File: src/rtl/button_conditioner.sv
// Input stage for the pet controller: syncs and debounces five active-low buttons and the tilt
// sensor, emits one-clock press pulses, and runs the long-press test-mode selector.
module button_conditioner #(
   parameter int TICK_DIV = 50000,
   parameter int DEB_MS   = 20,
   parameter int LONG_MS  = 2000
) (
   input  logic       clk,
   input  logic       rst,
   input  logic       btn_sleep_n,
   input  logic       btn_awake_n,
   input  logic       btn_feed_n,
   input  logic       btn_play_n,
   input  logic       btn_test_n,
   input  logic       giro_raw,
   output logic       sleep_pulse,
   output logic       awake_pulse,
   output logic       feed_pulse,
   output logic       play_pulse,
   output logic       giro_level,
   output logic       test_mode,
   output logic [3:0] test_count
);

   localparam int unsigned NIN = 6;
   localparam int unsigned SLEEP = 0;
   localparam int unsigned AWAKE = 1;
   localparam int unsigned FEED  = 2;
   localparam int unsigned PLAY  = 3;
   localparam int unsigned TEST  = 4;
   localparam int unsigned GIRO  = 5;

   localparam int TW = (TICK_DIV > 1) ? $clog2(TICK_DIV) : 1;
   localparam int DW = (DEB_MS > 1) ? $clog2(DEB_MS + 1) : 1;
   localparam int HW = $clog2(LONG_MS + 1);

   localparam logic [TW-1:0] TICK_LAST = TW'(TICK_DIV - 1);
   localparam logic [DW-1:0] DEB_LAST  = DW'(DEB_MS - 1);
   localparam logic [HW-1:0] HOLD_LAST = HW'(LONG_MS - 1);
   // Raw idle pattern: buttons high (released), tilt low.
   localparam logic [NIN-1:0] RAW_IDLE = 6'b011111;

   typedef enum logic [2:0] {
      OFF,
      OFF_HOLD,
      ON_WAIT,
      ON,
      ON_HOLD,
      OFF_WAIT
   } test_state_t;

   logic [TW-1:0]  tick_cnt;
   logic           tick;
   logic [NIN-1:0] raw, sync1, sync2, level, stable, stable_d, press;
   logic [DW-1:0]  deb_cnt [NIN];
   logic [3:0]     pulse_q;
   logic [HW-1:0]  hold_cnt;
   test_state_t    state;
   logic           test_mode_q;
   logic [3:0]     count_q;
   logic           test_dn;

   assign raw   = {giro_raw, btn_test_n, btn_play_n, btn_feed_n, btn_awake_n, btn_sleep_n};
   assign level = sync2 ^ RAW_IDLE;
   assign tick  = (tick_cnt == TICK_LAST);
   assign press = stable & ~stable_d;
   assign test_dn = stable[TEST];

   always_ff @(posedge clk or posedge rst) begin
      if (rst) begin
         tick_cnt <= '0;
      end else if (tick) begin
         tick_cnt <= '0;
      end else begin
         tick_cnt <= tick_cnt + 1'b1;
      end
   end

   always_ff @(posedge clk or posedge rst) begin
      if (rst) begin
         sync1    <= RAW_IDLE;
         sync2    <= RAW_IDLE;
         stable   <= '0;
         stable_d <= '0;
         for (int unsigned i = 0; i < NIN; i++) deb_cnt[i] <= '0;
      end else begin
         sync1    <= raw;
         sync2    <= sync1;
         stable_d <= stable;
         for (int unsigned i = 0; i < NIN; i++) begin
            if (level[i] == stable[i]) begin
               deb_cnt[i] <= '0;
            end else if (tick) begin
               if (deb_cnt[i] == DEB_LAST) begin
                  stable[i]  <= level[i];
                  deb_cnt[i] <= '0;
               end else begin
                  deb_cnt[i] <= deb_cnt[i] + 1'b1;
               end
            end
         end
      end
   end

   always_ff @(posedge clk or posedge rst) begin
      if (rst) pulse_q <= '0;
      else     pulse_q <= press[3:0];
   end

   always_ff @(posedge clk or posedge rst) begin
      if (rst) begin
         state       <= OFF;
         hold_cnt    <= '0;
         test_mode_q <= 1'b0;
         count_q     <= '0;
      end else begin
         case (state)
            OFF: if (test_dn) begin
               state    <= OFF_HOLD;
               hold_cnt <= '0;
            end
            OFF_HOLD: begin
               if (!test_dn) begin
                  state <= OFF;
               end else if (tick) begin
                  if (hold_cnt == HOLD_LAST) begin
                     state       <= ON_WAIT;
                     test_mode_q <= 1'b1;
                     count_q     <= '0;
                  end else begin
                     hold_cnt <= hold_cnt + 1'b1;
                  end
               end
            end
            ON_WAIT: if (!test_dn) state <= ON;
            ON: if (test_dn) begin
               state    <= ON_HOLD;
               hold_cnt <= '0;
            end
            ON_HOLD: begin
               if (!test_dn) begin
                  state <= ON;
               end else if (tick) begin
                  if (hold_cnt == HOLD_LAST) begin
                     state       <= OFF_WAIT;
                     test_mode_q <= 1'b0;
                  end else begin
                     hold_cnt <= hold_cnt + 1'b1;
                  end
               end
            end
            OFF_WAIT: if (!test_dn) state <= OFF;
            default: state <= OFF;
         endcase

         // Selector keeps counting through the hold/wait states of test mode.
         if (state == ON || state == ON_WAIT || state == ON_HOLD) begin
            if (press[PLAY] && !press[SLEEP])      count_q <= count_q + 1'b1;
            else if (press[SLEEP] && !press[PLAY]) count_q <= count_q - 1'b1;
         end
      end
   end

   assign sleep_pulse = pulse_q[SLEEP] & ~test_mode_q;
   assign awake_pulse = pulse_q[AWAKE] & ~test_mode_q;
   assign feed_pulse  = pulse_q[FEED]  & ~test_mode_q;
   assign play_pulse  = pulse_q[PLAY]  & ~test_mode_q;
   assign giro_level  = stable[GIRO];
   assign test_mode   = test_mode_q;
   assign test_count  = count_q;

endmodule

File: config.mk
export PLATFORM = sky130hd
export DESIGN_NAME = button_conditioner
export DESIGN_NICKNAME = d
export VERILOG_FILES = /design/src/rtl/button_conditioner.sv
export SDC_FILE = /design/constraint.sdc
export NUM_CORES = 1
export LEC_CHECK = 0
export ABC_AREA = 1
export ABC_CLOCK_PERIOD_IN_PS = 5000
export CAP_MARGIN = 10
export CORE_UTILIZATION = 55
export CTS_CLUSTER_DIAMETER = 50
export DETAILED_ROUTE_END_ITERATION = 7
export PLACE_DENSITY = 0.76
export SLEW_MARGIN = 20
export SYNTH_ARGS = -nofsm -noshare
export SYNTH_HDL_FRONTEND = slang
export SYNTH_SLANG_ARGS = --single-unit
File: constraint.sdc
create_clock -name clk -period 5 [get_ports clk]
set_input_delay 0.75 -clock clk [delete_from_list [all_inputs] [get_ports clk]]
set_output_delay 0.75 -clock clk [all_outputs]
set_load 0.01 [all_outputs]
Word-level counts from Yosys, hierarchy flattened
Cells that the tools add are included.
{"block": "word_totals", "register_bits": 91, "latch_bits": 0, "ramBits": 0, "romBits": 0, "in_bits": 8, "out_inout_bits": 10, "wordCells": 157, "n_memories": 0}
{"block": "classes", "add_sub_neg": 10, "mul": 0, "div_mod_pow": 0, "n_lt_le_gt_ge": 0, "eq_ne": 37, "n_shift": 0, "muxes": 49, "bitwise": 14, "n_reduce_logical": 26}
{"op": "two-way mux 5 bit", "n": 18}
{"op": "two-way mux 11 bit", "n": 4}
{"op": "adder 5 x 1 -> 5 bit, second input constant", "n": 6}
{"op": "equality test 5 bit, second input constant", "n": 6}
{"op": "two-way mux 3 bit", "n": 10}
{"op": "two-way mux 4 bit", "n": 7}
{"op": "inequality test 2 bit, second input constant", "n": 11}
{"op": "case mux 11 bit (2 select lines)", "n": 1}
{"op": "case mux 3 bit (6 select lines)", "n": 1}
{"op": "AND reduction 3 bit", "n": 6}
{"op": "adder 16 x 1 -> 16 bit, second input constant", "n": 1}
{"op": "equality test 16 bit, second input constant", "n": 1}
{"op": "two-way mux 16 bit", "n": 1}
{"op": "nonzero test 2 bit", "n": 8}
{"op": "inequality test 3 bit, second input constant", "n": 4}
{"op": "adder 11 x 1 -> 11 bit, second input constant", "n": 1}
{"op": "equality test 11 bit, second input constant", "n": 1}
{"op": "AND reduction 8 bit", "n": 1}
{"op": "NOT 1 bit", "n": 7}
{"op": "AND reduction 7 bit", "n": 1}
{"op": "equality test 1 bit", "n": 6}
{"op": "equality test 3 x 2 -> 1 bit, second input constant", "n": 2}
{"op": "equality test 3 bit, second input constant", "n": 2}
{"op": "two-way mux 1 bit", "n": 6}
{"op": "15 further kinds", "n": 24}

Logic depth before layout (Yosys ltp)
{"block": "depth", "depth_word": 8, "mapped_depth": 11, "ltp_nobuf": 11}

Worst setup path before layout
Ideal clock, no wire load.
{"block": "synth_path", "path_type": "reg2reg", "startpoint": "register hold_cnt[0]", "endpoint": "register hold_cnt[9]", "t_arrival_ns": 1.513, "required_ns": 4.883, "slack_ns": 3.370, "stages_incl_launch_ff": 10, "n_path_buf": 1, "path_cell_list": "dfrtp_1 -> ha_1 -> nand2_1 -> nor2_2 -> nand3_1 -> a21oi_4 -> nor2_8 -> buf_8 -> nand2_1 -> nand2_1"}
{"block": "synth_via", "elab_chain_len": 5}
{"item": "from (decl)", "line_no": "57", "source": "logic [HW-1:0] hold_cnt;"}
{"item": "from (signal assigned)", "line_no": "131", "source": "hold_cnt <= hold_cnt + 1'b1;"}
{"item": "from (signal assigned)", "line_no": "148", "source": "hold_cnt <= hold_cnt + 1'b1;"}
{"item": "adder 11 x 1 -> 11 bit", "line_no": "131, 148"}
{"item": "two-way mux 11 bit", "line_no": "126, 144"}
{"item": "two-way mux 11 bit", "line_no": "143", "source": "end else if (tick) begin"}
{"item": "two-way mux 11 bit", "line_no": "123", "source": "if (!test_dn) begin"}
{"item": "case mux 11 bit (2 select lines)", "line_no": "117", "source": "case (state)"}
Parallel ways exist; a longest one is shown, timed or not. The select of a mux whose other input is x is not followed.
A chain may end at the register's enable or synchronous reset.

Final worst setup path
{"block": "layout_path", "startpoint": "register tick_cnt[0]", "endpoint": "register hold_cnt[0]"}
{"block": "layout_via", "elab_chain_len": 3}
{"item": "from (decl)", "line_no": "52", "source": "logic [TW-1:0] tick_cnt;"}
{"item": "from (signal assigned)", "line_no": "75", "source": "tick_cnt <= tick_cnt + 1'b1;"}
{"item": "equality test 16 bit", "line_no": "65", "source": "assign tick = (tick_cnt == TICK_LAST);"}
{"item": "inequality test 2 x 1 -> 1 bit (no source line)"}
{"item": "AND reduction 5 bit (no source line)"}
No other way between the ends.

==> results.py <==
metrics = {
    "worst_setup_path": {
        "rr_startpoint": "tick_cnt[0]",
        "required_ns": 5.27,
        "start_kind": "flip-flop",
        "crit_family": "simple AND/OR/NAND/NOR gates",
        "critPathMostFrequentCell": "nand2_1",
        "reg2reg_depth": 10,
        "cp_slowest_stage_delay_ns": 0.49,
        "cp.buffers_inverters": 1,
        "crit_type": "reg2reg",
        "critPathMaxFanout": 49,
        "crit_slowest_cell": "nand2_2",
        "worstPathCellList": "ha_1 -> nand3_2 -> nor2_4 -> nand2_2 -> nand2_4 -> nand3_4 -> nor2_8 -> inv_2 -> nand2_1 -> nand2_1",
        "cp-end-kind": "flip-flop",
        "rr_endpoint": "hold_cnt[0]",
        "critPathArrivalTime_ns": 2.64,
        "ff2ff_setup_slack_ns": 2.62,
    },
    "power_and_ir_drop": {
        "p_sw_share_pct": 22.9,
        "power_uw": 1240,
        "p_int_uw": 959,
        "irDropWorstVdd_v": 0.000115,
        "p_per_area_nw_per_um2": 245,
        "switchingPower_uw": 284,
        "p_comb_share_pct": 2.2,
        "pwr-share-clk_pct": 37.8,
        "power_leakage_uw": 0.00230,
        "power_frac_seq_pct": 60.0,
    },
    "detailed_routing": {
        "num_vias": 3578,
        "drt_iter0_drc": 235,
        "viasPerCell": 5.43,
        "ant_nets": 0,
        "wire_per_inst_um": 12.8,
        "drc": 0,
        "first_pass_iters": 4,
        "routed_wl_um": 8460,
    },
    "sta": {
        "maxSlewViolCount": 0,
        "post-route-period-util_pct": 47.5,
        "skew_ns": 0.0126,
        "worstMarginPinSlew_ns": 0.851,
        "setup_viol": 0,
        "rsz0062_at_grt": "no",
        "hold_slack_ns": 0.355,
        "fin_crit_ns": 2.38,
        "fmaxAchievable_ghz": 0.421,
        "setup-tns-final_ns": 0,
        "final_hold_viol_count": 0,
        "slew-limit-headroom_pct": 43.0,
    },
    "clock_tree": {
        "root_buffer": "clkbuf_8",
        "clock-sinks": 91,
        "htree_levels": 3,
        "path_clk_slew_ns": 0.09,
        "cts_buffers": 9,
        "cts_buffer_depth": 2,
        "tritoncts": "built",
        "cts_setup_buffers": 0,
        "cts_resized": 0,
        "postCtsHoldBufs": 0,
        "clk_latency_ns": 0.37,
    },
    "logic_synthesis": {
        "synthFlopType": "dfrtp_1",
        "netlist_area_um2": 4640,
        "synthDistinctLibCells": 35,
        "yosysWarnings": 0,
        "ys_seq_elements": 91,
        "postSynthCellCount": 529,
        "syn_avg_cell_area_um2": 8.76,
        "ys_seq_area_share_pct": 49.4,
        "synth_nets": 547,
        "synth-edff-count": 0,
        "async_reset_ff_share_pct": 100,
    },
    "layout": {
        "n_antenna_cell": 0,
        "final_common_cell": "nand2_1",
        "seq_area_um2": 2290,
        "finalNonFillerCells": 659,
        "nFillCells": 683,
        "drive_gt1_share_pct": 9.57,
        "area_delta_synth_final_pct": 9.61,
        "layout_common_cells": "nand2_1, dfrtp_1, nand3_1",
        "final_util_pct": 62.2,
        "multiInputGateArea_um2": 2080,
        "fin_nets": 567,
    },
    "floorplan": {
        "die_x_um": 93.8,
        "core_um2": 8180,
        "io_pins": 18,
        "dieArea_um2": 8800,
        "die_h_um": 93.8,
        "row_count": 33,
        "initial_core_util_pct": 56.7,
    },
    "min_path": {
        "min-delay-start": "sync1[5]",
        "whs_endpoint": "sync2[5]",
        "hold_path.class": "reg2reg",
        "hold_depth": 0,
    },
    "grt": {
        "grt_max_degree": 62,
        "overflow": 0,
        "grt_pass1_vias": 3537,
        "grt_antenna_before_repair": 0,
        "grt_pass1_wl_um": 15100,
        "grt_usage_pct": 21.9,
    },
    "outcome": {
        "status": "complete, no violations",
    },
    "placed_design": {
        "dp_hpwl_um": 5980,
        "place_congestion": 0.874,
        "port_buffers": 17,
        "dp.cells": 643,
    },
    "run": {
        "maxCapViolCount": 0,
    },
}
area by class of cell:
class	instances	share of cell area, %
inverters	57	4.26
clock buffers	11	2.98
flip-flops and latches	91	45.1
well taps	105	2.59
multi-input cells	372	40.9
clock inverters	5	0.739
repair buffers	18	3.50
worst register-to-register path, cell delays in order (launching register included):
cell and delay [ns]:
dfrtp_1 0.41, ha_1 0.22, nand3_2 0.15, nor2_4 0.15, nand2_2 0.49, nand2_4 0.26, nand3_4 0.11, nor2_8 0.27
inv_2 0.09, nand2_1 0.07, nand2_1 0.05
per-layer routing:
| layer | track usage [%] | up-vias | part of all wire [%] |
|---|---|---|---|
| li1 | - | 1793 | - |
| met1 | 26.2 | 1718 | 46 |
| met2 | 38.2 | 48 | 49 |
| met3 | 3.48 | 19 | 2.7 |
| met4 | 10.6 | 0 | 2.5 |
| met5 | 0 | - | 0 |
stage by stage:
stage	worst slack, ns	area [um^2]
global placement	2.63	4890
global route	2.41	5080
finish	2.62	5080
detailed placement	2.62	4890
floorplan	1.90	4640
CTS	2.60	5080
how the worst max path moves through the flow:
stage	startpoint	endpoint	slack [ns]	cells past startpoint
floorplan	rst	deb_cnt[0]	1.90	1
global placement	rst	sync1[2]	2.63	3
detailed placement	rst	sync1[2]	2.62	3
CTS	tick_cnt[0]	hold_cnt[10]	2.60	10
global route	tick_cnt[0]	hold_cnt[0]	2.41	10
finish	tick_cnt[0]	hold_cnt[0]	2.62	10
registers in the layout (all words and copies together), names as in the netlist:
signal / cells
sync1: 6
test_mode: 1
hold_cnt: 11
pulse_q: 4
sync2: 6
deb_cnt: 30
stable_d: 4
tick_cnt: 16
test_count: 4
state: 3
stable: 6
cells by family after synthesis:
logic type | after synthesis | share of synthesized area [%]
AOI/OAI and AO/OA | 67 | 9.04
xor gates and xnor gates | 39 | 7.37
adders and majority gates | 10 | 2.70
buffers and inverters | 66 | 5.80
DFF | 91 | 49.4
and+or+nand+nor | 256 | 25.7
power groups by stage:
stage	Combinational (uW)	Clock, uW	Sequential, uW
after floorplan	16.8	0	760
after global placement	28.2	0	760
after detailed placement	28.5	0	761
after CTS	28.7	483	746
after global routing	32.4	512	747
final	27.5	470	746
synth_stat cells, types with 6 or more instances:
master	instances	area share (%)
dfstp_2	10	5.7
xnor2_1	9	1.7
nor3_1	10	1.1
a21oi_1	6	0.65
xor2_1	30	5.7
nand2_1	83	6.7
nor2_1	58	4.7
o31ai_1	13	2.1
ha_1	10	2.7
o21ai_1	8	0.86
nand4_1	9	1.2
buf_2	8	0.86
inv_1	53	4.3
dfrtp_1	81	44
o21ai_0	24	2.6
o21ai_2	6	1.1
nand3_1	77	8.3
Power figures use the tool's default switching activity.
